==> src/rtl/hazard_annunciator.sv <==
// Hazard annunciator: debounces the red/yellow/green hazard class, latches red alarms until
// acknowledged, blinks indicators for unacknowledged alarm and fault, and counts alarm entries.
module hazard_annunciator #(
    parameter int QUAL_CYCLES = 4,
    parameter int BLINK_HALF  = 8
) (
    input  logic       clk,
    input  logic       rst_n,
    input  logic       Ired,
    input  logic       Iyellow,
    input  logic       Igreen,
    input  logic       Iack,
    output logic       Oled_red,
    output logic       Oled_yellow,
    output logic       Oled_green,
    output logic       Obuzzer,
    output logic [2:0] Ostate,
    output logic [7:0] Oalarm_cnt
);

    localparam int QW = $clog2(QUAL_CYCLES + 1);
    localparam int BW = (BLINK_HALF > 1) ? $clog2(BLINK_HALF) : 1;
    localparam logic [QW-1:0] QMAX = QW'(QUAL_CYCLES);
    localparam logic [BW-1:0] BMAX = BW'(BLINK_HALF - 1);

    typedef enum logic [2:0] {
        SAFE    = 3'd0,
        CAUTION = 3'd1,
        ALARM   = 3'd2,
        ACKED   = 3'd3,
        FAULT   = 3'd4
    } state_t;

    typedef enum logic [1:0] {
        C_NONE   = 2'd0,
        C_GREEN  = 2'd1,
        C_YELLOW = 2'd2,
        C_RED    = 2'd3
    } cls_t;

    state_t          state_q, state_n;
    cls_t            cls, cand_q;
    logic [QW-1:0]   qcnt_q, qcnt_n;
    logic            fire;
    logic [BW-1:0]   bcnt_q, bcnt_n;
    logic            phase_q, phase_n;
    logic            entering_blink;

    // Highest-priority level wins when several are asserted.
    always_comb begin
        if (Ired)         cls = C_RED;
        else if (Iyellow) cls = C_YELLOW;
        else if (Igreen)  cls = C_GREEN;
        else              cls = C_NONE;
    end

    // NOTE: every variable written here gets a default first so no latch is inferred.
    always_comb begin
        qcnt_n = qcnt_q;
        if (cls != cand_q)       qcnt_n = QW'(1);
        else if (qcnt_q < QMAX)  qcnt_n = qcnt_q + QW'(1);
        // One event per stable run: only on the edge where the count reaches the target.
        fire = (qcnt_n == QMAX) && ((cls != cand_q) || (qcnt_q != QMAX));
    end

    always_comb begin
        state_n = state_q;
        case (state_q)
            SAFE: if (fire) begin
                if (cls == C_RED)         state_n = ALARM;
                else if (cls == C_YELLOW) state_n = CAUTION;
                else if (cls == C_NONE)   state_n = FAULT;
            end
            CAUTION: if (fire) begin
                if (cls == C_RED)        state_n = ALARM;
                else if (cls == C_GREEN) state_n = SAFE;
                else if (cls == C_NONE)  state_n = FAULT;
            end
            FAULT: if (fire) begin
                if (cls == C_RED)         state_n = ALARM;
                else if (cls == C_YELLOW) state_n = CAUTION;
                else if (cls == C_GREEN)  state_n = SAFE;
            end
            ALARM: if (Iack) state_n = ACKED;
            ACKED: if (fire) begin
                if (cls == C_GREEN)       state_n = SAFE;
                else if (cls == C_YELLOW) state_n = CAUTION;
                else if (cls == C_NONE)   state_n = FAULT;
            end
            default: state_n = SAFE;
        endcase
    end

    // Restart the blink on entry so the first lit half is a full period.
    always_comb begin
        entering_blink = (state_n != state_q) && ((state_n == ALARM) || (state_n == FAULT));
        bcnt_n  = bcnt_q + BW'(1);
        phase_n = phase_q;
        if (entering_blink) begin
            bcnt_n  = '0;
            phase_n = 1'b1;
        end else if (bcnt_q == BMAX) begin
            bcnt_n  = '0;
            phase_n = ~phase_q;
        end
    end

    // NOTE: sequential state uses non-blocking assignments so all registers update together.
    always_ff @(posedge clk or negedge rst_n) begin
        if (!rst_n) begin
            state_q     <= SAFE;
            cand_q      <= C_NONE;
            qcnt_q      <= '0;
            bcnt_q      <= '0;
            phase_q     <= 1'b1;
            Oalarm_cnt  <= 8'd0;
            Oled_red    <= 1'b0;
            Oled_yellow <= 1'b0;
            Oled_green  <= 1'b0;
            Obuzzer     <= 1'b0;
        end else begin
            state_q <= state_n;
            cand_q  <= cls;
            qcnt_q  <= qcnt_n;
            bcnt_q  <= bcnt_n;
            phase_q <= phase_n;
            if ((state_n == ALARM) && (state_q != ALARM) && (Oalarm_cnt != 8'hFF))
                Oalarm_cnt <= Oalarm_cnt + 8'd1;
            Oled_red    <= ((state_n == ALARM) && phase_n) || (state_n == ACKED);
            Oled_yellow <= (state_n == CAUTION) || ((state_n == FAULT) && phase_n);
            Oled_green  <= (state_n == SAFE);
            Obuzzer     <= (state_n == ALARM);
        end
    end

    assign Ostate = state_q;

endmodule

==> config.mk <==
export PLATFORM = sky130hd
export DESIGN_NAME = hazard_annunciator
export DESIGN_NICKNAME = d
export VERILOG_FILES = /design/src/rtl/hazard_annunciator.sv
export SDC_FILE = /design/constraint.sdc
export NUM_CORES = 1
export LEC_CHECK = 0
export BUFFER_PORTS_ARGS = -buffer_cell sky130_fd_sc_hd__buf_2
export CORE_ASPECT_RATIO = 1.25
export CORE_MARGIN = 2
export CORE_UTILIZATION = 50
export DETAILED_ROUTE_END_ITERATION = 8
export HOLD_SLACK_MARGIN = 0.02
export PLACE_DENSITY = 0.82
export SETUP_SLACK_MARGIN = 0.15
export SYNTH_ARGS = -nofsm -noshare
export SYNTH_HDL_FRONTEND = slang
export SYNTH_SLANG_ARGS = --single-unit
==> constraint.sdc <==
create_clock -name clk -period 4.36 [get_ports clk]
set_clock_uncertainty 0.2 [all_clocks]
set_input_delay 0.436 -clock clk [delete_from_list [all_inputs] [get_ports clk]]
set_output_delay 0.436 -clock clk [all_outputs]
set_load 0.005 [all_outputs]
### Word-level counts from Yosys, hierarchy flattened

Cells that the tools add are included.

| word-level totals | value |
|---|---|
| memories kept | 0 |
| ROM bits | 0 |
| word-level logic and storage cells | 70 |
| output and inout bits | 15 |
| bits in latches | 0 |
| input bits | 6 |
| register bits after elaboration | 24 |
| RAM bits | 0 |

| operators by class | value |
|---|---|
| magnitude comparators | 1 |
| div/mod/pow operators | 0 |
| multipliers | 0 |
| equality and inequality tests | 18 |
| shift-type cells | 0 |
| bitwise operators | 1 |
| multiplexer cells | 24 |
| reduce and logical (&&, ||, !) cells | 13 |
| add/sub/neg operators | 3 |

Operator list:

| kind | count |
|---|---|
| 3-bit 2-to-1 mux | 18 |
| 3-bit one-hot mux with 5 select lines | 1 |
| 3-bit by 2-bit == test with 1-bit output, second input constant | 4 |
| 3-bit == test, second input constant | 4 |
| 8-bit by 1-bit adder with 8-bit output, second input constant | 1 |
| 8-bit != test, second input constant | 1 |
| 3-bit by 1-bit adder with 3-bit output, second input constant | 2 |
| 3-bit by 1-bit == test with 1-bit output, second input constant | 2 |
| 1-bit logical AND | 6 |
| 3-bit logical NOT | 2 |
| 2-bit == test, second input constant | 2 |
| 1-bit logical OR | 4 |
| 2-bit 2-to-1 mux | 2 |
| 3-bit less-than comparator, second input constant | 1 |
| 1-bit 2-to-1 mux | 3 |
| 3-bit by 2-bit != test with 1-bit output, second input constant | 1 |
| 3-bit != test | 1 |
| 3-bit != test, second input constant | 1 |
| 2-bit by 1-bit == test with 1-bit output, second input constant | 1 |
| 2-bit logical NOT | 1 |
| 2-bit != test | 1 |
| 1-bit inverter | 1 |

### Logic depth before layout (Yosys ltp)

Gate-level depths: netlist (run 1).

| depth | value |
|---|---|
| word-level depth | 15 |
| depth in mapped cells | 9 |
| gate-level depth less buffers | 9 |

### Worst setup path before layout (run 1)

OpenSTA, ideal clock, no wires.

| path | value |
|---|---|
| path type | reg2reg |
| start point | reg qcnt_q[0] |
| end point | reg Oalarm_cnt[1] |
| arrival time | 2.507 ns |
| buffers on the path | 0 |
| stages on the path, launching flop included | 8 |
| period minus slack after synthesis | 2.835 ns |
| path slack | 1.525 ns |
| setup time | 0.127 ns |
| data required time | 4.033 ns |
| cells stage by stage | dfrtp_1 -> inv_1 -> ha_1 -> or4bb_1 -> and2_1 -> o31a_1 -> nor4_4 -> mux2_1 |

| between the ends | value |
|---|---|
| longest elaborated chain between the ends | 10 |
| elaborated cells on any way between the ends | 16 |
| those cells by class | add/sub (1); order compare (1); eq/ne (3); mux (7); reduce/logical (4) |

RTL lines:

| what | RTL line | source |
|---|---|---|
| start, declared | 43 | `logic [QW-1:0] qcnt_q, qcnt_n;` |
| start signal, assigned | 124 | `qcnt_q <= qcnt_n;` |
| 3-bit by 1-bit adder with 3-bit output or 3-bit less-than comparator (tied branches) | 61 | `else if (qcnt_q < QMAX) qcnt_n = qcnt_q + QW'(1);` |
| 3-bit 2-to-1 mux | 61 |  |
| 3-bit 2-to-1 mux | 60 | `if (cls != cand_q) qcnt_n = QW'(1);` |
| 3-bit == test | 63 | `fire = (qcnt_n == QMAX) && ((cls != cand_q) \|\| (qcnt_q != QMAX));` |
| 1-bit logical AND (*) | 63 |  |
| 3-bit 2-to-1 mux (on tied branches) | n/a |  |
| 3-bit one-hot mux with 5 select lines (*) | 68 | `case (state_q)` |
| 3-bit by 2-bit == test with 1-bit output (*) | 127 | `if ((state_n == ALARM) && (state_q != ALARM) && (Oalarm_cnt != 8'hFF))` |
| 1-bit logical AND (*) (2 in a row) | 127 |  |
| end signal, assigned | 128 | `Oalarm_cnt <= Oalarm_cnt + 8'd1;` |
| end, declared | 18 | `output logic [7:0] Oalarm_cnt` |

Mark *: on every way between the ends. The rest lies on a longest branch, timed or not.
A chain may end at the register's enable or synchronous reset.

### Worst setup path in the final report (run 1)

| path | value |
|---|---|
| start point | reg qcnt_q[0] |
| end point | reg Oalarm_cnt[6] |

Same word-level chain as after synthesis.

==> flow_summary.yaml, run 1 <==
grt:
  overflow: 0
  grt_max_degree: 25
  grt_antenna_before_repair: 0
  grtUsageTotal: 0.1872
  first_global_vias: 964
  grt_pass1_wl_um: 4298
sta:
  slew_viol_final: 0
  fin_crit_ns: 3.033
  tightest_slew_ns: 0.6610
  timing.fmax_mhz: 329.7
  post-route-period-util: 0.6957
  relSlewSlack: 0.5567
  hold_viol: 0
  setup_viol_count_final: 0
  rsz0062_at_grt: "no"
  setup-tns-final_ns: 0
detailed_routing:
  routed_wirelength_um: 2558
  dr.first_iter.drc_count: 38
  dr.pass1.iters: 4
  drc: 0
  via_per_inst: 5.815
  wl_per_cell_um: 14.37
  route.antenna.remaining_nets: 0
  num_vias: 1035
min_path:
  hp-class: "primary input to flop"
setup_path:
  critPathCaptureType: "flop"
  max_stage_delay_ns: 0.52
  cp_max_fo: 8
  worstSetupStartpointType: "flop"
  worst_ep_arrival_time_ns: 3.04
  worst_ep_required_time_ns: 4.37
  slowest_stage: "or4bb_1"
  crit_path_cell_trace: "inv_1, ha_1, or4bb_1, and2_1, o31a_1, nor4_4, nand4_1, xnor2_1"
  crit_type: "flop to flop"
synth:
  synthFlopType: "dfrtp_1"
  yosysUniqueCellTypes: 48
  netlist_instances: 124
  synthArstFlopShare: 1.000
  synth_top_cell_by_area: "dfrtp_1"
  ys_seq_elements: 24
  synth_nets: 135
  yosysWarnings: 0
  postSynthAreaPerCell_sq_um: 10.48
  yosysTopAreaCellShare: 0.4427
  synthTopCellsByArea: "dfrtp_1, xnor2_1, ha_1"
  seq_area_frac_synth: 0.4629
  synth_edf_count: 0
  syn_area_sq_um: 1300
power_and_ir_drop:
  vdd_drop_max_uv: 306.0
  p_int_mw: 0.4025
  seq_power_share: 0.528
  clkPwrFrac: 0.191
  power.switching_mw: 0.1854
  combPwrFrac: 0.281
  switching_share: 0.3153
  leakage_nw: 0.7041
  power.total_mw: 0.5879
  power_density_nw_per_um2: 399.2
place:
  place.gp.congestion: 0.8848
  hpwl_um: 1997
  place_area_sq_um: 1426
  io_buffers: 20
cts:
  cts_max_level: 1
  clk_path_buf_depth: 2
  cts-root-buf: "clkbuf_4"
  cts_tree: "built"
  cts.sinks: 24
  clock_latency_ns: 0.31
  path_clk_slew_ns: 0.12
  cts_made_buffers: 3
run_status:
  outcome: "completed"
final_layout:
  drive_gt1_frac: 0.2138
  fin_area_sq_um: 1473
  nNetsFinal: 157
  seqCellArea_sq_um: 601.8
  multi_input_area_sq_um: 656.9
  nFillCells: 223
  area_growth_syn_to_layout_pct: 13.28
  antenna_cells: 0
floorplanning:
  die_x_um: 49.61
  io_pins: 21
  coreArea_sq_um: 2452
  start_util: 0.5301
  rows: 20
  die_height_um: 61.01
  die-area_sq_um: 3026
flow_run:
  max-cap-violations: 0
[logic make-up (layout without fill, tap and decap cells)]
group           after synthesis  count (layout)  share of synthesized area
simple gates                 47              47                     0.2175
compound gates               24              24                     0.1482
flops                        24              24                     0.4629
buf+inv                      11              32                    0.03175
xor+xnor                     10              10                    0.06738
fa+ha+maj                     5               5                    0.04812
mux                           3               3                    0.02406
[path summary, 6_finish.rpt]
kind	from	to	slack [ns]	depth (start not counted)
max in group asynchronous	rst_n	phase_q	3.18	2
max reg2reg	qcnt_q[0]	Oalarm_cnt[6]	1.33	8
max	qcnt_q[0]	Oalarm_cnt[6]	1.33	8
min in group asynchronous	rst_n	cand_q[1]	0.40	2
min	Igreen	cand_q[0]	0.19	2
min reg2reg	bcnt_q[0]	bcnt_q[0]	0.26	1
[flip-flops by register name, summed over array words and instances (netlist names)]
| register | flops |
|---|---|
| Ostate | 3 |
| Obuzzer | 1 |
| Oled_red | 1 |
| cand_q | 2 |
| bcnt_q | 3 |
| qcnt_q | 3 |
| phase_q | 1 |
| Oled_green | 1 |
| Oalarm_cnt | 8 |
| Oled_yellow | 1 |
[layout make-up]
| type | count | area share |
|---|---|---|
| clock buffer | 4 | 0.02464 |
| inverter | 7 | 0.01784 |
| sequential | 24 | 0.4087 |
| tap | 33 | 0.02804 |
| multi-input combinational | 89 | 0.4461 |
| timing repair buffer | 21 | 0.07477 |
[Yosys cell counts (all sizes together), types with 3 or more instances]
library cell / count
dfrtp: 23
nand2: 8
xnor2: 8
nor2: 7
inv: 6
ha: 5
nor2b: 5
nor3: 5
and3: 4
clkbuf: 4
nand4: 4
o21ai: 3
or2: 3
[what timing repair did]
item                       4_1_cts  5_1_grt
setup endpoints to repair        0        0
hold buffers                     1        0
setup buffers                    0        0
hold endpoints to repair        23        0
gates resized for setup          0        0
[worst max-delay path, delay by kind of cell, from the launching register on]
kind,cells,cell delay [ns]
AOI/OAI and AO/OA,1,0.35
xor gates and xnor gates,1,0.17
adders and majority gates,1,0.31
buffers and inverters,1,0.06
DFF,1,0.43
and+or+nand+nor,4,1.41
[layer usage]
layer / share of wire / GRT usage
met5: 0 / 0
met4: 0.015 / 0.08333
met3: 0.041 / 0.01699
met2: 0.51 / 0.3410
met1: 0.43 / 0.2300
[cell usage in the layout (no fill, tap or decap), types with 3 or more instances in the layout]
cell,Yosys,routed
dfrtp_1,23,23
buf_2,0,20
xnor2_1,8,8
nand2_1,8,8
nor2_1,7,7
inv_1,6,6
nor3_1,5,5
nor2b_1,5,5
ha_1,5,5
and3_1,4,4
nand4_1,4,4
or2_2,3,3
o21ai_0,3,3
clkbuf_4,0,3
[power groups by stage]
stage	Sequential (mW)	Clock, mW	Combinational (mW)
after floorplan	0.303	0	0.118
after CTS	0.310	0.115	0.167
after detailed placement	0.314	0	0.164
after global routing	0.317	0.125	0.187
final	0.311	0.112	0.165
after global placement	0.311	0	0.158
[stage by stage]
stage	worst slack (ns)	util	instances	hold WS, ns
after floorplan	1.525	-	124	-0.05959
after global placement	1.430	0.5816	173	0.2249
after CTS	1.314	0.6005	178	0.1860
after global routing	1.121	0.6005	178	0.1808
after detailed placement	1.336	0.5816	173	0.2335
final	1.327	0.6005	178	0.1900
(Power assumes the default switching activity.)
==> run 2: changes to the inputs <==
--- a/config.mk
+++ b/config.mk
@@ -8,10 +8,10 @@
 export BUFFER_PORTS_ARGS = -buffer_cell sky130_fd_sc_hd__buf_2
 export CORE_ASPECT_RATIO = 1.25
 export CORE_MARGIN = 2
-export CORE_UTILIZATION = 50
+export CORE_UTILIZATION = 49
 export DETAILED_ROUTE_END_ITERATION = 8
 export HOLD_SLACK_MARGIN = 0.02
-export PLACE_DENSITY = 0.82
+export PLACE_DENSITY = 0.83
 export SETUP_SLACK_MARGIN = 0.15
 export SYNTH_ARGS = -nofsm -noshare
 export SYNTH_HDL_FRONTEND = slang
==> constraint.sdc (replaced) <==
create_clock -name clk -period 2.7 [get_ports clk]
set_clock_uncertainty 0.2 [all_clocks]
set_input_delay 0.27 -clock clk [delete_from_list [all_inputs] [get_ports clk]]
set_output_delay 0.27 -clock clk [all_outputs]
set_load 0.005 [all_outputs]
==> flow_summary.yaml, run 2 (synthesis gave the netlist of run 1 again) <==
power_and_ir_drop:
  power_density_nw_per_um2: 661.9
  vdd_drop_max_uv: 380.9
  seq_power_share: 0.452
  power.switching_mw: 0.3381
  p_int_mw: 0.7642
  clkPwrFrac: 0.231
  switching_share: 0.3067
  combPwrFrac: 0.317
  leakage_nw: 0.8285
cts:
  cts_made_buffers: 3
  cts.sinks: 24
  path_clk_slew_ns: 0.13
  cts_max_level: 1
  clk_path_buf_depth: 2
  clock_latency_ns: 0.31
  cts_tree: "built"
  cts-root-buf: "clkbuf_4"
floorplanning:
  coreArea_sq_um: 2477
  die-area_sq_um: 3084
  rows: 20
  start_util: 0.5247
  io_pins: 21
  die_height_um: 61.59
  die_x_um: 50.07
detailed_routing:
  drc: 0
  dr.pass1.iters: 4
  routed_wirelength_um: 2744
  num_vias: 1097
  wl_per_cell_um: 14.22
  dr.first_iter.drc_count: 19
  via_per_inst: 5.684
  route.antenna.remaining_nets: 0
sta:
  setup_viol_count_final: 14
  timing.fmax_mhz: 358.5
  relSlewSlack: 0.5703
  slew_viol_final: 0
  tightest_slew_ns: 0.6407
  hold_viol: 0
  fin_crit_ns: 2.789
  rsz0062_at_grt: "yes"
  setup_slack_ns: -0.08914
  post-route-period-util: 1.033
setup_path:
  worst_ep_arrival_time_ns: 2.83
  crit_type: "flop to flop"
  cp_max_fo: 7
  worstSetupStartpointType: "flop"
  reg2reg_to: "Oalarm_cnt[6]"
  crit_path_cell_trace: "inv_1, ha_1, or4bb_1, a311o_1, a31o_1, nor4_4, buf_4, nand4_1, xnor2_1"
  reg2regPathDepth: 9
  cp_num_cells: 9
  setup.worst_path.start: "qcnt_q[1]"
  worst_ep_required_time_ns: 2.74
  cp_top_family: "simple AND/OR/NAND/NOR gates"
  path_buf_inv: 2
  max_stage_delay_ns: 0.52
  critPathCaptureType: "flop"
  rrSetupSlack_ns: -0.09
  crit_path_end: "Oalarm_cnt[6]"
  r2r-start: "qcnt_q[1]"
  slowest_stage: "or4bb_1"
grt:
  grt_pass1_wl_um: 4360
  grtUsageTotal: 0.1875
  grt_max_degree: 25
  grt_antenna_before_repair: 0
  overflow: 0
  first_global_vias: 1024
final_layout:
  drive_gt1_frac: 0.3375
  area_growth_syn_to_layout_pct: 28.10
  mostFrequentLayoutCells: "dfrtp_1, buf_2, buf_4"
  stdcell_count: 193
  largest_reg_flops: 8
  nFillCells: 202
  regMostFlops: "Oalarm_cnt"
  antenna_cells: 0
  nNetsFinal: 172
  final_common_cell: "dfrtp_1"
place:
  hpwl_um: 1994
  dp_slack_ns: -0.09649
  io_buffers: 20
  place.gp.congestion: 0.9385
  dpl.cell_count: 179
flow_run:
  max-cap-violations: 0
run_status:
  outcome: "finished, violations left"
  violations: "negative setup slack"
min_path:
  hp-class: "primary input to flop"
-- run 2: changes by cell type in the layout (fill, tap and decap cells not counted), sizes merged --
cell	change
dlygate4sd3	+1
clkbuf	-1
bufinv	+1
buf	+14
-- run 2: stage by stage --
| stage | util | instance area (sq um) | hold WS, ns | TNS (ns) | total power [mW] |
|---|---|---|---|---|---|
| 2_1_floorplan | - | 1300 | -0.2256 | -0.1962 | 0.6800 |
| 3_3_place_gp | 0.5939 | 1471 | 0.06420 | -0.01473 | 0.7663 |
| 3_5_place_dp | 0.5939 | 1471 | 0.06533 | -0.5743 | 0.7898 |
| 4_1_cts | 0.6566 | 1627 | 0.05525 | -0.3774 | 1.079 |
| 5_1_grt | 0.6722 | 1665 | 0.06644 | -2.428 | 1.165 |
| 6_report | 0.6722 | 1665 | 0.05944 | -0.6530 | 1.102 |
-- run 2: how the worst min path moves through the flow --
stage                     slack, ns             to  cells after the start     from
after global routing           0.07      cand_q[1]                      2  Iyellow
after floorplan               -0.23  Oalarm_cnt[0]                      0    rst_n
after detailed placement       0.07  Oalarm_cnt[1]                      1    rst_n
after global placement         0.06  Oalarm_cnt[2]                      1    rst_n
after CTS                      0.06      cand_q[0]                      2     Ired
final                          0.06      cand_q[0]                      2     Ired
-- run 2: power groups by stage --
| stage | clock network, mW | registers, mW | logic, mW |
|---|---|---|---|
| after global placement | 0 | 0.499 | 0.268 |
| after global routing | 0.273 | 0.509 | 0.383 |
| after CTS | 0.257 | 0.496 | 0.326 |
| final | 0.254 | 0.498 | 0.350 |
| after detailed placement | 0 | 0.504 | 0.286 |
| after floorplan | 0 | 0.489 | 0.191 |
-- run 2: routing by layer --
layer,vias up,share of wire,GRT usage,routed length (um)
met4,0,0.031,0.1230,86
met5,-,0,0,0
met2,31,0.50,0.3289,1360
met1,526,0.43,0.2214,1188
met3,10,0.040,0.01942,109
li1,530,-,-,-
-- run 2: cell type report --
class | instances | area (sq um) | share of cell area
Timing Repair Buffer | 36 | 229.0 | 0.1375
Sequential cell | 24 | 601.8 | 0.3614
Tap cell | 33 | 41.29 | 0.02479
Multi-Input combinational cell | 89 | 709.4 | 0.4260
Clock inverter | 1 | 30.03 | 0.01803
Clock buffer | 3 | 22.52 | 0.01352
Inverter | 7 | 31.28 | 0.01878
-- run 2: repair_timing --
| item | CTS | global route |
|---|---|---|
| buffers inserted | 4 | 4 |
| gates resized for setup | 10 | 3 |
| gates cloned | 0 | 0 |
| hold buffers | 2 | 0 |
| setup endpoints to repair | 14 | 18 |
| pin swaps | 1 | 6 |
| endpoints found under the hold margin | 24 | 0 |
